**config.mk**
```make
export PLATFORM = sky130hd
export DESIGN_NAME = ex_alu_ctrl
export DESIGN_NICKNAME = d
export VERILOG_FILES = /design/src/rtl/ex_alu_pkg.sv /design/src/rtl/ex_alu_ctrl_muldiv.sv /design/src/rtl/ex_alu_ctrl.sv
export SDC_FILE = /design/constraint.sdc
export NUM_CORES = 1
export LEC_CHECK = 0
export ABC_AREA = 1
export BUFFER_PORTS_ARGS = -buffer_cell sky130_fd_sc_hd__buf_2
export CAP_MARGIN = 20
export CELL_PAD_IN_SITES_DETAIL_PLACEMENT = 0
export CELL_PAD_IN_SITES_GLOBAL_PLACEMENT = 2
export CORE_MARGIN = 3
export CORE_UTILIZATION = 32
export CTS_CLUSTER_SIZE = 20
export DETAILED_ROUTE_END_ITERATION = 10
export HOLD_SLACK_MARGIN = 0.03
export PLACE_DENSITY_LB_ADDON = 0.05
export SYNTH_ARGS = -nofsm -noshare
export SYNTH_HDL_FRONTEND = slang
export SYNTH_SLANG_ARGS = --single-unit
```
**constraint.sdc**
```tcl
create_clock -name clk -period 6.2 [get_ports clk]
set_clock_uncertainty 0.1 [all_clocks]
set_input_delay 0.31 -clock clk [delete_from_list [all_inputs] [get_ports clk]]
set_output_delay 0.31 -clock clk [all_outputs]
set_load 0.1 [all_outputs]
```
**src/rtl/ex_alu_pkg.sv**
```systemverilog
// Shared encodings for the EX-stage ALU controller: ALUctl codes, main-control
// ALUOp values, opcode/funct numbers and the multiply/divide FSM states.
package ex_alu_pkg;

  localparam logic [3:0] ALU_AND  = 4'b0000;
  localparam logic [3:0] ALU_OR   = 4'b0001;
  localparam logic [3:0] ALU_ADD  = 4'b0010;
  localparam logic [3:0] ALU_NOR  = 4'b0011;
  localparam logic [3:0] ALU_SLL  = 4'b0100;
  localparam logic [3:0] ALU_SRL  = 4'b0101;
  localparam logic [3:0] ALU_SUB  = 4'b0110;
  localparam logic [3:0] ALU_SLT  = 4'b0111;
  localparam logic [3:0] ALU_XOR  = 4'b1000;
  localparam logic [3:0] ALU_SRLV = 4'b1001;
  localparam logic [3:0] ALU_SRA  = 4'b1010;
  localparam logic [3:0] ALU_LUI  = 4'b1111;

  localparam logic [1:0] ALUOP_ADD   = 2'b00;
  localparam logic [1:0] ALUOP_SUB   = 2'b01;
  localparam logic [1:0] ALUOP_RTYPE = 2'b10;
  localparam logic [1:0] ALUOP_ITYPE = 2'b11;

  localparam logic [5:0] F_SLL   = 6'h00;
  localparam logic [5:0] F_SRL   = 6'h02;
  localparam logic [5:0] F_SRA   = 6'h03;
  localparam logic [5:0] F_SLLV  = 6'h04;
  localparam logic [5:0] F_SRLV  = 6'h06;
  localparam logic [5:0] F_SRAV  = 6'h07;
  localparam logic [5:0] F_MFHI  = 6'h10;
  localparam logic [5:0] F_MTHI  = 6'h11;
  localparam logic [5:0] F_MFLO  = 6'h12;
  localparam logic [5:0] F_MTLO  = 6'h13;
  localparam logic [5:0] F_MULT  = 6'h18;
  localparam logic [5:0] F_MULTU = 6'h19;
  localparam logic [5:0] F_DIV   = 6'h1A;
  localparam logic [5:0] F_DIVU  = 6'h1B;
  localparam logic [5:0] F_ADD   = 6'h20;
  localparam logic [5:0] F_ADDU  = 6'h21;
  localparam logic [5:0] F_SUB   = 6'h22;
  localparam logic [5:0] F_SUBU  = 6'h23;
  localparam logic [5:0] F_AND   = 6'h24;
  localparam logic [5:0] F_OR    = 6'h25;
  localparam logic [5:0] F_XOR   = 6'h26;
  localparam logic [5:0] F_NOR   = 6'h27;
  localparam logic [5:0] F_SLT   = 6'h2A;
  localparam logic [5:0] F_SLTU  = 6'h2B;

  localparam logic [5:0] OP_ADDI  = 6'h08;
  localparam logic [5:0] OP_ADDIU = 6'h09;
  localparam logic [5:0] OP_SLTI  = 6'h0A;
  localparam logic [5:0] OP_SLTIU = 6'h0B;
  localparam logic [5:0] OP_ANDI  = 6'h0C;
  localparam logic [5:0] OP_ORI   = 6'h0D;
  localparam logic [5:0] OP_XORI  = 6'h0E;
  localparam logic [5:0] OP_LUI   = 6'h0F;

  typedef enum logic [1:0] {
    MD_IDLE = 2'd0,
    MD_RUN  = 2'd1,
    MD_FIX  = 2'd2
  } md_state_e;

endpackage

```
**src/rtl/ex_alu_ctrl_muldiv.sv**
```systemverilog
// Iterative multiply/divide engine: one shift-add or restoring shift-subtract
// step per cycle on operand magnitudes, followed by a single sign-fixup cycle.
module muldiv_core
  import ex_alu_pkg::*;
#(
  parameter int MD_ITER = 32
) (
  input  logic        clk,
  input  logic        reset,
  input  logic        start_i,
  input  logic [1:0]  op_i,
  input  logic [31:0] a_i,
  input  logic [31:0] b_i,
  output logic        busy_o,
  output logic        done_o,
  output logic [31:0] hi_o,
  output logic [31:0] lo_o
);

  md_state_e   state_q;
  logic [4:0]  count_q;
  logic        busy_q;
  logic        div_q;
  logic        neg_lo_q;
  logic        neg_hi_q;
  logic [31:0] acc_q;
  logic [31:0] mq_q;
  logic [31:0] opb_q;

  logic        is_div;
  logic        is_signed;
  logic        div0;
  logic        a_neg;
  logic        b_neg;
  logic [31:0] a_mag;
  logic [31:0] b_mag;
  logic [32:0] mul_sum;
  logic [32:0] div_shift;
  logic [31:0] div_diff;
  logic [31:0] acc_d;
  logic [31:0] mq_d;
  logic [63:0] prod_fix;

  // op_i is funct[1:0]: bit 1 selects divide, bit 0 selects unsigned.
  // A zero divisor loads the raw dividend with no sign flags, so the restoring
  // loop naturally yields quotient all-ones and remainder equal to rs.
  always_comb begin
    is_div    = op_i[1];
    is_signed = ~op_i[0];
    div0      = is_div & (b_i == 32'd0);
    a_neg     = is_signed & a_i[31] & ~div0;
    b_neg     = is_signed & b_i[31];
    a_mag     = a_neg ? (32'd0 - a_i) : a_i;
    b_mag     = b_neg ? (32'd0 - b_i) : b_i;
  end

  always_comb begin
    mul_sum   = {1'b0, acc_q} + (mq_q[0] ? {1'b0, opb_q} : 33'd0);
    div_shift = {acc_q, mq_q[31]};
    div_diff  = div_shift[31:0] - opb_q;
    acc_d     = {mul_sum[32:1]};
    mq_d      = {mul_sum[0], mq_q[31:1]};
    if (div_q) begin
      if (div_shift >= {1'b0, opb_q}) begin
        acc_d = div_diff;
        mq_d  = {mq_q[30:0], 1'b1};
      end else begin
        acc_d = div_shift[31:0];
        mq_d  = {mq_q[30:0], 1'b0};
      end
    end
  end

  always_comb begin
    prod_fix = neg_lo_q ? (64'd0 - {acc_q, mq_q}) : {acc_q, mq_q};
    if (div_q) begin
      lo_o = neg_lo_q ? (32'd0 - mq_q) : mq_q;
      hi_o = neg_hi_q ? (32'd0 - acc_q) : acc_q;
    end else begin
      hi_o = prod_fix[63:32];
      lo_o = prod_fix[31:0];
    end
  end

  always_ff @(posedge clk or posedge reset) begin
    if (reset) begin
      state_q  <= MD_IDLE;
      count_q  <= 5'd0;
      busy_q   <= 1'b0;
      div_q    <= 1'b0;
      neg_lo_q <= 1'b0;
      neg_hi_q <= 1'b0;
      acc_q    <= 32'd0;
      mq_q     <= 32'd0;
      opb_q    <= 32'd0;
    end else begin
      case (state_q)
        MD_IDLE: begin
          if (start_i) begin
            state_q  <= MD_RUN;
            count_q  <= 5'(MD_ITER - 1);
            busy_q   <= 1'b1;
            div_q    <= is_div;
            neg_lo_q <= a_neg ^ b_neg;
            neg_hi_q <= is_div & a_neg;
            acc_q    <= 32'd0;
            mq_q     <= a_mag;
            opb_q    <= b_mag;
          end
        end
        MD_RUN: begin
          acc_q <= acc_d;
          mq_q  <= mq_d;
          if (count_q == 5'd0) begin
            state_q <= MD_FIX;
          end else begin
            count_q <= count_q - 5'd1;
          end
        end
        MD_FIX: begin
          state_q <= MD_IDLE;
          busy_q  <= 1'b0;
        end
        default: state_q <= MD_IDLE;
      endcase
    end
  end

  assign busy_o = busy_q;
  assign done_o = (state_q == MD_FIX);

endmodule

```
**src/rtl/ex_alu_ctrl.sv**
```systemverilog
// EX-stage ALU controller: ALUctl/shift decode, HI/LO ownership and the
// HI/LO hazard stall around the iterative multiply/divide engine.
module ex_alu_ctrl
  import ex_alu_pkg::*;
#(
  parameter int MD_ITER = 32
) (
  input  logic        clk,
  input  logic        reset,
  input  logic        ex_valid,
  input  logic        flush,
  input  logic [1:0]  alu_op,
  input  logic [5:0]  opcode,
  input  logic [5:0]  funct,
  input  logic [4:0]  shamt,
  input  logic [31:0] rs_val,
  input  logic [31:0] rt_val,
  output logic [3:0]  alu_ctl,
  output logic        shift_c,
  output logic [4:0]  shift_v,
  output logic        sel_hilo,
  output logic [31:0] hilo_out,
  output logic        stall,
  output logic        md_busy,
  output logic [31:0] hi,
  output logic [31:0] lo
);

  logic        rtype;
  logic        is_mf;
  logic        is_mt;
  logic        is_md;
  logic        hilo_grp;
  logic        accept;
  logic        issue;
  logic        md_busy_w;
  logic        md_done;
  logic [31:0] md_hi;
  logic [31:0] md_lo;
  logic [31:0] hi_q;
  logic [31:0] lo_q;

  always_comb begin
    alu_ctl = ALU_ADD;
    shift_c = 1'b0;
    case (alu_op)
      ALUOP_ADD: alu_ctl = ALU_ADD;
      ALUOP_SUB: alu_ctl = ALU_SUB;
      ALUOP_RTYPE: begin
        case (funct)
          F_ADD, F_ADDU: alu_ctl = ALU_ADD;
          F_SUB, F_SUBU: alu_ctl = ALU_SUB;
          F_AND:         alu_ctl = ALU_AND;
          F_OR:          alu_ctl = ALU_OR;
          F_XOR:         alu_ctl = ALU_XOR;
          F_NOR:         alu_ctl = ALU_NOR;
          F_SLT, F_SLTU: alu_ctl = ALU_SLT;
          F_SLL:  begin alu_ctl = ALU_SLL; shift_c = 1'b1; end
          F_SRL:  begin alu_ctl = ALU_SRL; shift_c = 1'b1; end
          F_SRA:  begin alu_ctl = ALU_SRA; shift_c = 1'b1; end
          F_SLLV:        alu_ctl = ALU_SLL;
          F_SRLV:        alu_ctl = ALU_SRLV;
          F_SRAV:        alu_ctl = ALU_SRA;
          default:       alu_ctl = ALU_ADD;
        endcase
      end
      ALUOP_ITYPE: begin
        case (opcode)
          OP_ADDI, OP_ADDIU: alu_ctl = ALU_ADD;
          OP_SLTI, OP_SLTIU: alu_ctl = ALU_SLT;
          OP_ANDI:           alu_ctl = ALU_AND;
          OP_ORI:            alu_ctl = ALU_OR;
          OP_XORI:           alu_ctl = ALU_XOR;
          OP_LUI:            alu_ctl = ALU_LUI;
          default:           alu_ctl = ALU_ADD;
        endcase
      end
      default: alu_ctl = ALU_ADD;
    endcase
  end

  assign shift_v = shift_c ? shamt : 5'd0;

  always_comb begin
    rtype    = (alu_op == ALUOP_RTYPE);
    is_mf    = rtype & ((funct == F_MFHI) | (funct == F_MFLO));
    is_mt    = rtype & ((funct == F_MTHI) | (funct == F_MTLO));
    is_md    = rtype & (funct inside {F_MULT, F_MULTU, F_DIV, F_DIVU});
    hilo_grp = is_mf | is_mt | is_md;
  end

  // Only HI/LO users wait on the engine; everything else flows past it.
  assign stall    = ex_valid & hilo_grp & md_busy_w;
  assign accept   = ex_valid & ~flush & ~stall;
  assign issue    = accept & is_md;
  assign sel_hilo = ex_valid & is_mf;
  assign hilo_out = (funct == F_MFHI) ? hi_q : lo_q;

  muldiv_core #(
    .MD_ITER (MD_ITER)
  ) u_muldiv (
    .clk     (clk),
    .reset   (reset),
    .start_i (issue),
    .op_i    (funct[1:0]),
    .a_i     (rs_val),
    .b_i     (rt_val),
    .busy_o  (md_busy_w),
    .done_o  (md_done),
    .hi_o    (md_hi),
    .lo_o    (md_lo)
  );

  // MT writes can never coincide with md_done: they are stalled while busy.
  always_ff @(posedge clk or posedge reset) begin
    if (reset) begin
      hi_q <= 32'd0;
      lo_q <= 32'd0;
    end else if (md_done) begin
      hi_q <= md_hi;
      lo_q <= md_lo;
    end else if (accept & is_mt) begin
      if (funct == F_MTHI) begin
        hi_q <= rs_val;
      end else begin
        lo_q <= rs_val;
      end
    end
  end

  assign md_busy = md_busy_w;
  assign hi      = hi_q;
  assign lo      = lo_q;

endmodule

```
======== Word level (Yosys, flattened, before mapping) ========
Memory sizes are Yosys's and may differ from the RTL's.
Index checks and enable logic that the tools add are counted.
Widths: inputs -> output; s select.
word-level totals
  word-level logic and storage cells ...... 135
  input bits .............................. 87
  memories ................................ 1
  memory bits (read-only) ................. 64
  register bits ........................... 171
cells by class
  mux-type cells .......................... 37
  add/sub/neg operators ................... 8
  reductions and logical operators ........ 23
  equality and inequality tests ........... 30
  bitwise operators ....................... 24
  $lt $le $gt $ge ......................... 1
memories
  name              depth  bits a word  read ports  clocked after memory_dff  wr ports  line               source
  (name not given)  16     4            1           0                         0         ex_alu_ctrl.sv:68  case (opcode)
operator list
  operator               number
  $mux 32                19
  $pmux 32 s2            2
  $sub 1x32->32 const A  4
  $mux 64                1
  $sub 1x64->64 const A  1
  $eq 6x5->1 const B     8
  $eq 6x6->1 const B     8
  $pmux 4 s10            1
  $add 32x33->33         1
  $ge 33x32->1           1
  $logic_not 32->1       1
  $sub 32x32->32         1
  $eq 6x3->1 const B     3
  $pmux 4 s4             1
  $and 1x1->1            15
  $mux 5                 3
  $eq 6x2->1 const B     2
  $reduce_and 2->1       6
  $pmux 5 s2             1
  $reduce_bool 2->1      4
  $reduce_or 2->1        4
  $eq 2x2->1 const B     3
  $logic_not 2->1        3
  $logic_not 6->1        1
  other kinds (16)       29

======== Longest topological paths before layout ========
  word-level depth ........................ 12
  mapped depth ............................ 20

======== Hierarchy ========
From an unflattened synthesis, not the netlist that was laid out.
unflattened totals
  cells, all modules ...................... 3219
  area total of the unflattened synthesis .. 19017.0 um^2
modules (own cells, without submodules)
  module       sequential area each (um^2)  area each (um^2)  instances  cells an instance
  muldiv_core  2677.6                       14996.9           1          2645
  ex_alu_ctrl  1601.5                       4020.1            1          574

======== Worst setup path after synthesis ========
Ideal clock, no wire load.
  path type ............................... input port to output port
  start ................................... input alu_op[1]
  end ..................................... output sel_hilo
  slack ................................... 2.374 ns
  required time ........................... 5.790 ns
  stages on the path ...................... 4
  arrival time ............................ 3.416 ns
  path through ............................ inv_1 -> nor2_4 -> inv_1 -> nor4_1
on the way
  longest elaborated chain between the ends .. 3
RTL lines
  element             line               source
  start: declaration  ex_alu_ctrl.sv:12  input logic [1:0] alu_op,
  $eq 2x2->1          ex_alu_ctrl.sv:85  rtype = (alu_op == ALUOP_RTYPE);
  $and 1x1->1         ex_alu_ctrl.sv:86  is_mf = rtype & ((funct == F_MFHI) | (funct == F_MFLO));
  $and 1x1->1         ex_alu_ctrl.sv:96  assign sel_hilo = ex_valid & is_mf;
  end: declaration    ex_alu_ctrl.sv:21  output logic sel_hilo,
Every way passes these cells.

======== Worst setup path after layout ========
  start ................................... register u_muldiv.neg_lo_q
  end ..................................... register hi_q[16], in the netlist hi[16]
on the way
  longest elaborated chain between the ends .. 3
RTL lines
  element                   line                       source
  start: declaration        ex_alu_ctrl_muldiv.sv:24   logic neg_lo_q;
  start signal: assignment  ex_alu_ctrl_muldiv.sv:104  neg_lo_q <= a_neg ^ b_neg;
  $mux 64                   ex_alu_ctrl_muldiv.sv:75   prod_fix = neg_lo_q ? (64'd0 - {acc_q, mq_q}) : {acc_q, mq_q};
  $mux 32                   ex_alu_ctrl_muldiv.sv:76   if (div_q) begin
  $mux 32                   ex_alu_ctrl.sv:119         end else if (md_done) begin
  end signal: assignment    ex_alu_ctrl.sv:120         hi_q <= md_hi;
  end signal: assignment    ex_alu_ctrl.sv:124         hi_q <= rs_val;
  end: declaration          ex_alu_ctrl.sv:40          logic [31:0] hi_q;
Every way passes these cells.
A chain may end at the register's enable or synchronous reset.

==> results.json <==
{
  "outcome": "complete, no violations",
  "leakage_nw": 11.0,
  "syn_to_final_growth_pct": 12.4,
  "tightest_slew_ns": 0.998,
  "synth_seq_cells": 171,
  "clkLatencyLatePin_ns": 0.51,
  "syn_avg_cell_area_um2": 5.81,
  "worst_path_max_stage_delay_ns": 0.94,
  "chipHeight_um": 244,
  "total_clock_sinks": 171,
  "final_layout_size_suffix_gt1_share_pct": 10.0,
  "clock_tree_from_tritoncts": "yes",
  "timing.critical_path.fanout_max": 42,
  "final_cells": 4037,
  "mappedNetlistNets": 3291,
  "clock.fmax_mhz": 268,
  "intPower_mw": 3.58,
  "via_count": 21200,
  "cell_types_with_the_highest_counts_after_synthesis": "sky130_fd_sc_hd__nand2_1 (955), sky130_fd_sc_hd__inv_1 (471), sky130_fd_sc_hd__nor2_1 (339), sky130_fd_sc_hd__nand3_1 (290), sky130_fd_sc_hd__o21ai_0 (196)",
  "antenna_found_initial": 0,
  "design.die.area_mm2": 0.0597,
  "setup_viol_count_final": 0,
  "maxCapViolCount": 0,
  "timing.final.crit_share_pct": 60.2,
  "gr-total-overflow": 0,
  "portBuffers": 195,
  "post-synth-top-area-fraction_pct": 23.5,
  "dominant_cells_by_area_after_synthesis": "sky130_fd_sc_hd__dfrtp_1 (24%), sky130_fd_sc_hd__nand2_1 (20%), sky130_fd_sc_hd__inv_1 (9.7%)",
  "yosysSeqAreaShare_pct": 23.5,
  "pin_count": 196,
  "leading_cell_type_by_number_of_instances_after_synthesis": "sky130_fd_sc_hd__nand2_1",
  "hold-path-endpoint": "u_muldiv.opb_q[11]",
  "worst_setup_path_end_kind": "flip-flop",
  "power_frac_seq_pct": 21.7,
  "worst-setup-path-type": "flip-flop to flip-flop",
  "synthArstFlopShare_pct": 100,
  "postSynthCellCount": 3132,
  "total_routing_resource_utilization_after_global_routing_pct": 31.3,
  "synth-edff-count": 0,
  "chipWidth_um": 244,
  "critical_path_required_ns": 6.50,
  "fillCellCount": 6376,
  "netlist-cell-type-count": 56,
  "grt_setup_unrepaired": "no",
  "ff2ff_path_depth": 8,
  "synth-warning-count": 0,
  "critical_path.cell_chain": "buf_4 > clkinv_1 > nor2_2 > o21ai_1 > nand2_1 > nand2_1 > nand3_1 > nand2_1",
  "ir_drop_mv": 0.783,
  "initial_core_util_pct": 32.7,
  "grt_first_pass_wirelength_um": 138000,
  "fin_setup_tns_ns": 0,
  "postCtsResizedCells": 0,
  "detailed_place_hpwl_um": 76200,
  "placed_cells_incl_taps": 3997,
  "final_util_pct": 36.8,
  "drcViolationCount": 0,
  "power.switching_mw": 6.26,
  "via_count_of_the_first_global_routing_pass": 20600,
  "cts_setup_buffers": 0,
  "worstSetupStartpointType": "flip-flop",
  "cp_slowest_cell": "sky130_fd_sc_hd__nor2_2",
  "min_path_type": "input pin to flip-flop",
  "detail_route.vias_per_cell": 5.26,
  "largest_net_degree_at_the_start_of_global_routing": 124,
  "total_area_of_multi_input_combinational_cells_mm2": 0.0116,
  "maxSlewHeadroom_pct": 33.2,
  "rr_startpoint": "u_muldiv.neg_lo_q",
  "numCtsBuffers": 17,
  "post_cts_hold_buffer_count": 8,
  "routed_wire_length_per_instance_um": 23.5,
  "finalHoldWorstSlack_ns": 0.0390,
  "hold-path-cell-count": 3,
  "nets": 3435,
  "synthesis.area_mm2": 0.0182,
  "clkTransAtPathRegs_ns": 0.08,
  "drtIter0Drc": 1799,
  "critical_path.most_common_cell": "sky130_fd_sc_hd__nand2_1",
  "drv_slew": 0,
  "floorplan.rows": 86,
  "cts-root-buf": "sky130_fd_sc_hd__clkbuf_16",
  "finalHoldViolations": 0,
  "clock_network_fraction_of_design_power_pct": 11.3,
  "p_per_area_mw_per_mm2": 481,
  "combinationalPowerShare_pct": 66.9,
  "seqCellArea_mm2": 0.00428,
  "core_region_area_mm2": 0.0556,
  "layout_min_cycle_time_ns": 3.73,
  "report.power.total_mw": 9.84,
  "cts.htree.levels": 4,
  "holdCritStartpoint": "rt_val[11]",
  "dominantRegCellSynth": "sky130_fd_sc_hd__dfrtp_1",
  "ff_to_ff_end": "hi[16]",
  "remaining_number_of_nets_flagged_by_the_antenna_check_after_routing": 0,
  "cts.path.max_buffers": 2,
  "reg2reg_setup_slack_ns": 2.47,
  "drt_first_pass_iters": 8,
  "switching_power_share_of_the_total_pct": 63.6,
  "timing.critical_path.arrival_ns": 4.03,
  "synth_area_leader_cell": "sky130_fd_sc_hd__dfrtp_1",
  "gpl.final_weighted_congestion": 0.991,
  "drt_wl_total_um": 94800
}
sequential cells by signal, summed over array words and instances, names as in the netlist:
| signal | count |
|---|---|
| hi | 32 |
| u_muldiv.div_q | 1 |
| u_muldiv.opb_q | 32 |
| u_muldiv.count_q | 5 |
| u_muldiv.mq_q | 32 |
| u_muldiv.acc_q | 32 |
| u_muldiv.neg_lo_q | 1 |
| u_muldiv.neg_hi_q | 1 |
| u_muldiv.busy_o | 1 |
| lo | 32 |
| u_muldiv.state_q | 2 |
worst max-delay path, delay by kind of cell, from the launching register on:
| kind | cells | cell delay [ns] |
|---|---|---|
| buf+inv | 2 | 1.26 |
| compound gates | 1 | 0.26 |
| flops | 1 | 0.33 |
| simple gates | 5 | 1.64 |
cells by family after synthesis:
logic type | after synthesis | share of synthesized area (%)
multiplexers | 3 | 0.186
adder cells (fa/ha/maj) | 72 | 5.04
XOR/XNOR | 48 | 2.31
AND/OR/NAND/NOR | 1740 | 40.5
flip-flops | 171 | 23.5
buffers and inverters | 591 | 12.9
AO/OA/AOI/OAI | 507 | 15.6
per-stage QoR:
stage          setup WS (ns)  area, um^2
6_report                2.47       20400
5_1_grt                 2.26       20400
4_1_cts                 2.52       20400
3_5_place_dp            2.56       19800
3_3_place_gp            2.55       19800
2_1_floorplan           1.16       18200
layer usage:
layer  GRT usage (%)  up-vias  wire length [um]  share of wire, %
li1                -    10400                 -                 -
met1            35.3    10000             37000                39
met2            56.7      658             47600                50
met4            17.4        0              5880               6.2
met3            4.12      194              4250               4.5
met5               0        -                 0                 0
cell type report:
type | count | area share, %
multi-input cells | 2370 | 56.6
flip-flops and latches | 171 | 20.9
inverters | 489 | 9.03
repair buffers | 227 | 6.14
well taps | 748 | 4.58
clock buffers | 17 | 2.08
clock inverters | 14 | 0.624
diodes | 1 | 0.0122
power groups by stage:
stage                     logic, mW  registers [mW]  clock network [mW]
final                          6.58            2.14                1.11
after floorplan                3.91            2.71                   0
after detailed placement       6.55            2.14                   0
after global placement         6.57            2.12                   0
after global routing           7.15            2.15                1.17
after CTS                      6.58            2.12                1.13
how the worst max path moves through the flow:
stage	startpoint	slack (ns)	endpoint
6_report	u_muldiv.neg_lo_q	2.47	hi[16]
5_1_grt	u_muldiv.acc_q[19]	2.26	u_muldiv.acc_q[9]
4_1_cts	u_muldiv.neg_lo_q	2.52	hi[16]
3_5_place_dp	u_muldiv.acc_q[19]	2.56	u_muldiv.acc_q[19]
3_3_place_gp	u_muldiv.neg_lo_q	2.55	hi[16]
2_1_floorplan	reset	1.16	hi[0]
layout by cell type (no fill, tap or decap), drive strengths merged, types with 17 or more instances in the layout:
| cell type | count |
|---|---|
| nor3 | 39 |
| inv | 495 |
| clkbuf | 17 |
| o21ai | 209 |
| nand2 | 969 |
| o22ai | 33 |
| xor2 | 39 |
| nor2 | 360 |
| nand3b | 19 |
| dfrtp | 171 |
| nand4 | 35 |
| ha | 70 |
| o211ai | 34 |
| nand3 | 294 |
| buf | 219 |
| a21oi | 180 |
Note: power is estimated with default switching activity, not from simulation.
